===== src/rtl/shift_right_unit_pkg.sv =====
// shift_right_unit_pkg: shared state encodings and fill-mode constants for the right-shift unit
package shift_right_unit_pkg;

    typedef enum logic [1:0] {
        SR_IDLE  = 2'd0,
        SR_SHIFT = 2'd1,
        SR_DONE  = 2'd2
    } sr_state_e;

    localparam logic FILL_ZERO = 1'b0;
    localparam logic FILL_SIGN = 1'b1;

endpackage


===== src/rtl/shift_right_one.sv =====
// shift_right_one: single-position right shift with a caller-supplied fill bit
module shift_right_one #(
    parameter int N = 32
) (
    input  logic [N-1:0] In,
    input  logic         fill,
    output logic [N-1:0] out
);

    assign out = {fill, In[N-1:1]};

endmodule


===== src/rtl/shift_right_unit.sv =====
// shift_right_unit: sequential SRL/SRA unit shifting one bit per clock with start/busy/done handshake
module shift_right_unit
    import shift_right_unit_pkg::*;
#(
    parameter int N   = 32,
    parameter int SHW = 5
) (
    input  logic           clk,
    input  logic           rst,
    input  logic           start,
    input  logic           arith,
    input  logic [N-1:0]   In,
    input  logic [SHW-1:0] shamt,
    output logic           busy,
    output logic           done,
    output logic [N-1:0]   out
);

    sr_state_e      state_q, state_d;
    logic [SHW-1:0] cnt_q, cnt_d;
    logic [N-1:0]   wr_q, wr_d;
    logic [N-1:0]   out_q, out_d;
    logic           fill_mode_q, fill_mode_d;
    logic           done_q, done_d;
    logic [N-1:0]   wr_step;

    // the sign bit is re-read from the working register each step, so it is the latched MSB
    shift_right_one #(.N(N)) u_step (
        .In   (wr_q),
        .fill ((fill_mode_q == FILL_SIGN) ? wr_q[N-1] : FILL_ZERO),
        .out  (wr_step)
    );

    // next-state, datapath and handshake decode; start only matters in IDLE
    always_comb begin
        state_d     = state_q;
        cnt_d       = cnt_q;
        wr_d        = wr_q;
        out_d       = out_q;
        fill_mode_d = fill_mode_q;
        done_d      = 1'b0;
        case (state_q)
            SR_IDLE: begin
                if (start) begin
                    wr_d        = In;
                    cnt_d       = shamt;
                    fill_mode_d = arith;
                    state_d     = (shamt == '0) ? SR_DONE : SR_SHIFT;
                end
            end
            SR_SHIFT: begin
                wr_d    = wr_step;
                cnt_d   = cnt_q - SHW'(1);
                state_d = (cnt_q == SHW'(1)) ? SR_DONE : SR_SHIFT;
            end
            SR_DONE: begin
                out_d   = wr_q;
                done_d  = 1'b1;
                state_d = SR_IDLE;
            end
            default: state_d = SR_IDLE;
        endcase
    end

    // state registers with asynchronous clear that discards any in-flight operation
    always_ff @(posedge clk or posedge rst) begin
        if (rst) begin
            state_q     <= SR_IDLE;
            cnt_q       <= '0;
            wr_q        <= '0;
            out_q       <= '0;
            fill_mode_q <= FILL_ZERO;
            done_q      <= 1'b0;
        end else begin
            state_q     <= state_d;
            cnt_q       <= cnt_d;
            wr_q        <= wr_d;
            out_q       <= out_d;
            fill_mode_q <= fill_mode_d;
            done_q      <= done_d;
        end
    end

    assign busy = (state_q != SR_IDLE);
    assign done = done_q;
    assign out  = out_q;

endmodule


===== config.mk =====
export PLATFORM = sky130hd
export DESIGN_NAME = shift_right_unit
export DESIGN_NICKNAME = d
export VERILOG_FILES = /design/src/rtl/shift_right_unit_pkg.sv /design/src/rtl/shift_right_one.sv /design/src/rtl/shift_right_unit.sv
export SDC_FILE = /design/constraint.sdc
export NUM_CORES = 1
export LEC_CHECK = 0
export ABC_AREA = 0
export CAP_MARGIN = 30
export CORE_ASPECT_RATIO = 1.1
export CORE_MARGIN = 4
export CORE_UTILIZATION = 45
export CTS_CLUSTER_DIAMETER = 100
export DETAILED_ROUTE_END_ITERATION = 7
export PLACE_DENSITY = 0.79
export RECOVER_POWER = 100
export SYNTH_ARGS = -nofsm -noshare
export SYNTH_HDL_FRONTEND = slang
export SYNTH_SLANG_ARGS = --single-unit

===== constraint.sdc =====
create_clock -name clk -period 2.8 [get_ports clk]
set_clock_uncertainty 0.05 [all_clocks]
set_input_delay 0.56 -clock clk [delete_from_list [all_inputs] [get_ports clk]]
set_output_delay 0.56 -clock clk [all_outputs]
set_load 0.05 [all_outputs]

* Word-level counts from Yosys, hierarchy flattened
Index checks and enable logic that the tools add are counted. W data, S select, Z words.
Cells by class: add/subtract/negate cells 1, equal/unequal tests 5, mux-type cells 10, reduce and logical (&&, ||, !) cells 7
Operator list (number):
- $pmux W32 S2 | 1
- $mux W32 | 1
- $pmux W5 S2 | 1
- $mux W2 | 3
- $eq A5 B1 Y1 const B | 1
- $logic_not A5 Y1 | 1
- $mux W5 | 1
- $sub A5 B1 Y5 const B | 1
- $ne A2 B2 Y1 const B | 2
- $pmux W2 S2 | 1
- $reduce_and A2 Y1 | 2
- $reduce_bool A2 Y1 | 2
- $reduce_and A3 Y1 | 1
- $eq A2 B1 Y1 const B | 1
- $eq A2 B2 Y1 const B | 1
- $logic_not A2 Y1 | 1
- $mux W1 | 2
Word-level totals: register bits after elaboration 73, input bits 41

* Logic depth before layout (Yosys ltp)
depth after elaboration 4, gate-level depth with buffers 6

* Hierarchy
A second synthesis with hierarchy kept.
Unflattened totals: cell total of the unflattened synthesis 294, area, all modules 3488.3 µm²
Modules (own cells, without submodules):
- shift_right_unit | times used 1, cells an instance 262, area an instance 3248.1 µm², sequential area each 1826.8 µm²
- shift_right_one | times used 1, cells an instance 32, area an instance 240.2 µm², sequential area each 0.0 µm²

* Worst setup path after synthesis
OpenSTA, ideal clock, no wires.
path kind register to output, from register state_q[0], to output port busy, arrival time 1.077 ns, slack 1.113 ns, stages on the path, launching flop included 4, buffers on the path 2, cell sequence dfrtp_1 > buf_2 > clkbuf_1 > or2_2
On the way: word-level cells in the longest chain between the ends 1
Ends and longest elaborated chain:
- start: declaration | line shift_right_unit.sv:19 | sr_state_e state_q, state_d;
- start signal: assignment | line shift_right_unit.sv:75 | state_q <= state_d;
- $reduce_bool A2 Y1 | line shift_right_unit.sv:84 | assign busy = (state_q != SR_IDLE);
- end: declaration | line shift_right_unit.sv:14 | output logic busy,
Every way passes these cells.

* Worst setup path in the final report
from register state_q[1], to output port busy
The elaborated chain is that of the path after synthesis.

==> reports/qor.log <==
qor: floorplan.effective_utilization_at_floorplan 47.4%
qor: final_layout.area_delta_synth_final 31.5%
qor: drt.postRouteWirelength 6560 um
qor: logic_synthesis.syn_area 3180 um^2
qor: placement.gp_routability_congestion 0.812
qor: logic_synthesis.synth_area_leader_cell dfrtp_1
qor: worst_setup_path.critPathKind reg2out
qor: clock_network.worst_skew_pair.late_latency 0.34 ns
qor: drt.detailroute.via_count 2234
qor: logic_synthesis.synth.net_count 306
qor: logic_synthesis.synthesized_area_per_cell 12.1 um^2
qor: final_layout.num-nets-final 382
qor: timing.highest_attainable_clock_frequency 390 MHz
qor: status.run_status finished, final reports clean
qor: power_and_ir_drop.max-vdd-ir-drop 0.474 mV
qor: placement.detailedPlacementHpwl 4710 um
qor: clock_network.ctsHtreeMaxLevel 3
qor: logic_synthesis.async_reset_ff_share 100%
qor: clock_network.cts_buffer_depth 2
qor: timing.timing_max_transition_violations_final 0
qor: worst_setup_path.crit_start state_q[1]
qor: clock_network.clock_sinks 73
qor: floorplan.std_cell_rows 31
qor: worst_setup_path.crit_required 2.19 ns
qor: drt.postRouteAntennaNets 0
qor: timing.hold_violations 0
qor: logic_synthesis.postSynthCellCount 263
qor: worst_setup_path.startpoint_type flip-flop
qor: logic_synthesis.number_of_synthesized_flops_with_an_enable_pin 0
qor: worst_setup_path.arrival 1.95 ns
qor: logic_synthesis.dominantRegCellSynth dfrtp_1
qor: final_layout.area.sequential 1830 um^2
qor: drt.drt-pass1-iter-count 4
qor: worst_setup_path.endpoint_kind output pin
qor: global_route.grt_remaining_overflow 0
qor: floorplan.floorplan.die.width 88.2 um
qor: global_route.grt_start_max_net_pins 37
qor: clock_network.cts_tree done
qor: final_layout.antenna_cells 0
qor: clock_network.cts.hold.buffers_added 0
qor: final_layout.multiInputGateArea 1240 um^2
qor: timing.period_share 91.5%
qor: logic_synthesis.synth_compound_gate_area_share 9.44%
qor: logic_synthesis.synth_seq_area_share 57.4%
qor: drt.average_via_count_per_standard_cell 5.24
qor: clock_network.ctsRootBufferMaster clkbuf_8
qor: clock_network.cts.reportedPaths.clkPinSlew 0.07 ns
qor: logic_synthesis.most_frequent_cells_after_synthesis dfrtp_1, nand2_1, mux2_1
qor: logic_synthesis.synth.top_cells.by_area dfrtp_1, mux2_1, mux2i_1
qor: timing.worstMarginPinSlew 1.25 ns
qor: floorplan.floorplan.core_area 6710 um^2
qor: logic_synthesis.yosys-mux-area-fraction 21.4%
qor: global_route.grt_pass1_vias 2274
qor: placement.placed_cells 410
qor: global_route.total_global_route_track_usage 17.2%
qor: final_layout.layout.cells.non_filler 426
qor: timing.maxSlewHeadroom 16.8%
qor: power_and_ir_drop.p_per_area 1010 nW/um^2
qor: floorplan.total_die_area 8480 um^2
qor: final_layout.layout.filler_cells 591
qor: drt.drt-initial-drc-count 113
qor: logic_synthesis.adder_cell_fraction_of_synth_area 0.786%
qor: final_layout.post_route_cells_drive_above_1_share 7.27%
qor: logic_synthesis.synth_simple_gate_area_share 7.00%
qor: worst_setup_path.timing.rr.start state_q[1]
qor: min_path.hold_path_startpoint out[0]
qor: clock_network.ctsResizeCount 0
qor: clock_network.post-cts-setup-buffer-count 0
qor: flow_run.cap_violations 0
qor: power_and_ir_drop.power_leakage 0.00194 uW
qor: worst_setup_path.critical_path.max_fanout 13
qor: timing.final_count_of_negative_setup_slack_endpoints 0
qor: logic_synthesis.synth_top_area_share 57.4%
qor: timing.rsz_0062_raised_after_global_routing no
qor: worst_setup_path.worst_path_largest_cell_delay 0.76 ns
qor: drt.drc 0
qor: floorplan.die_height 96.2 um
qor: logic_synthesis.post_synth_xor_xnor_area 0%
qor: final_layout.finish.utilization 62.3%
qor: drt.wire_per_inst 15.4 um
qor: logic_synthesis.distinct_cell_type_count_of_the_synthesized_netlist 31
qor: worst_setup_path.max_stage_delay_cell_worst_path dlygate4sd3_1
qor: min_path.hp-class reg2reg
qor: clock_network.cts_inserted_buffers 9
qor: global_route.initial_antenna_violation_count 0
qor: floorplan.num_io_pins 75
qor: logic_synthesis.yosysMostFrequentCell dfrtp_1
qor: worst_setup_path.critical_path.cell_chain or2_2 > dlygate4sd3_1
qor: placement.port_buffer_count 74
qor: logic_synthesis.synthesis.yosys.warnings 0
qor: logic_synthesis.yosys_register_bits 73
qor: timing.setup_total_neg_slack 0 ns
qor: global_route.grt_first_pass_wirelength 11200 um
qor: timing.final_period_minus_worst_setup_slack 2.56 ns
qor: logic_synthesis.dominant_combinational_cell_family_by_area_after_synthesis multiplexers
[logic make-up (layout without fill, tap and decap cells)]
| kind of cell | after synthesis | count (layout) |
|---|---|---|
| AOI/OAI and AO/OA | 51 | 51 |
| muxes | 64 | 64 |
| buffers and inverters | 25 | 106 |
| and+or+nand+nor | 48 | 48 |
| adders and majority gates | 2 | 2 |
| DFF | 73 | 73 |
[layout by cell type (no fill, tap or decap)]
master           instances
ha_1                     2
clkbuf_2                 3
o22a_1                   5
inv_1                    7
dlygate4sd3_1           36
a211oi_1                 2
bufinv_16                1
nand2_1                 35
or2_2                    1
o21ai_1                  4
a21oi_1                  7
or3b_1                   1
clkinv_2                 2
nor2b_4                  1
o31a_1                   1
nor3_1                   1
nor3b_1                  1
clkinvlp_4               2
or3_1                    2
o21bai_4                 1
nor2_1                   1
o22ai_1                  1
o21ai_0                 27
buf_4                    4
nand2b_1                 2
or4_1                    1
nand3_1                  1
clkbuf_8                10
mux2_1                  33
nor4b_1                  1
o32ai_1                  1
mux2i_1                 31
a2bb2oi_1                1
dfrtp_1                 73
o21a_1                   1
clkdlybuf4s50_1         38
clkbuf_1                 3
[flip-flops by register name, indices dropped and copies added (netlist names)]
signal	cells
state_q	2
out	32
fill_mode_q	1
done	1
wr_q	32
cnt_q	5
[layout make-up]
type / instances / area share (%)
flip-flops and latches: 73 / 43.7
well taps: 82 / 2.45
clock buffers: 11 / 3.38
multi-input cells: 165 / 29.6
repair buffers: 83 / 19.0
clock inverters: 5 / 1.32
inverters: 7 / 0.628
[metrics by stage]
stage                     hold WS [ns]  setup slack (ns)  power [uW]  instance area (um^2)
after floorplan                  0.402             0.337        2980                  3180
after global placement           0.416             0.663        3470                  4040
after detailed placement         0.424             0.650        3540                  4040
after CTS                        0.441             0.274        4360                  4230
after global routing             0.457             0.108        4520                  4180
final                            0.431             0.239        4210                  4180
[path summary, 6_finish.rpt]
kind                       endpoint  slack [ns]  cells past startpoint
hold reg to reg              out[0]        0.43                      1
hold / removal               out[0]        0.43                      1
setup reg to reg           wr_q[12]        0.37                      4
min in group asynchronous   out[11]        0.82                      2
setup / recovery               busy        0.24                      2
max in group asynchronous  wr_q[18]        0.64                      3
[metal layers]
metal | routed length (um) | global-route usage [%] | share of wire [%]
met5 | 0 | 0 | 0
met4 | 73 | 6.05 | 1.1
met1 | 2940 | 22.8 | 45
met2 | 3190 | 27.5 | 49
met3 | 353 | 4.37 | 5.4
[where the power goes]
| part | internal, uW | total, uW | switching [uW] |
|---|---|---|---|
| clock network | 433 | 817 | 384 |
| logic | 678 | 1680 | 1010 |
| registers | 1450 | 1710 | 256 |
| total | 2560 | 4210 | 1650 |
[critical path, delay by kind of cell (launching register included)]
kind / cells / cell delay (ns)
flip-flops: 1 / 0.51
buffers and inverters: 1 / 0.76
AND/OR/NAND/NOR: 1 / 0.35
No activity file was read; power rests on OpenSTA's default activity.
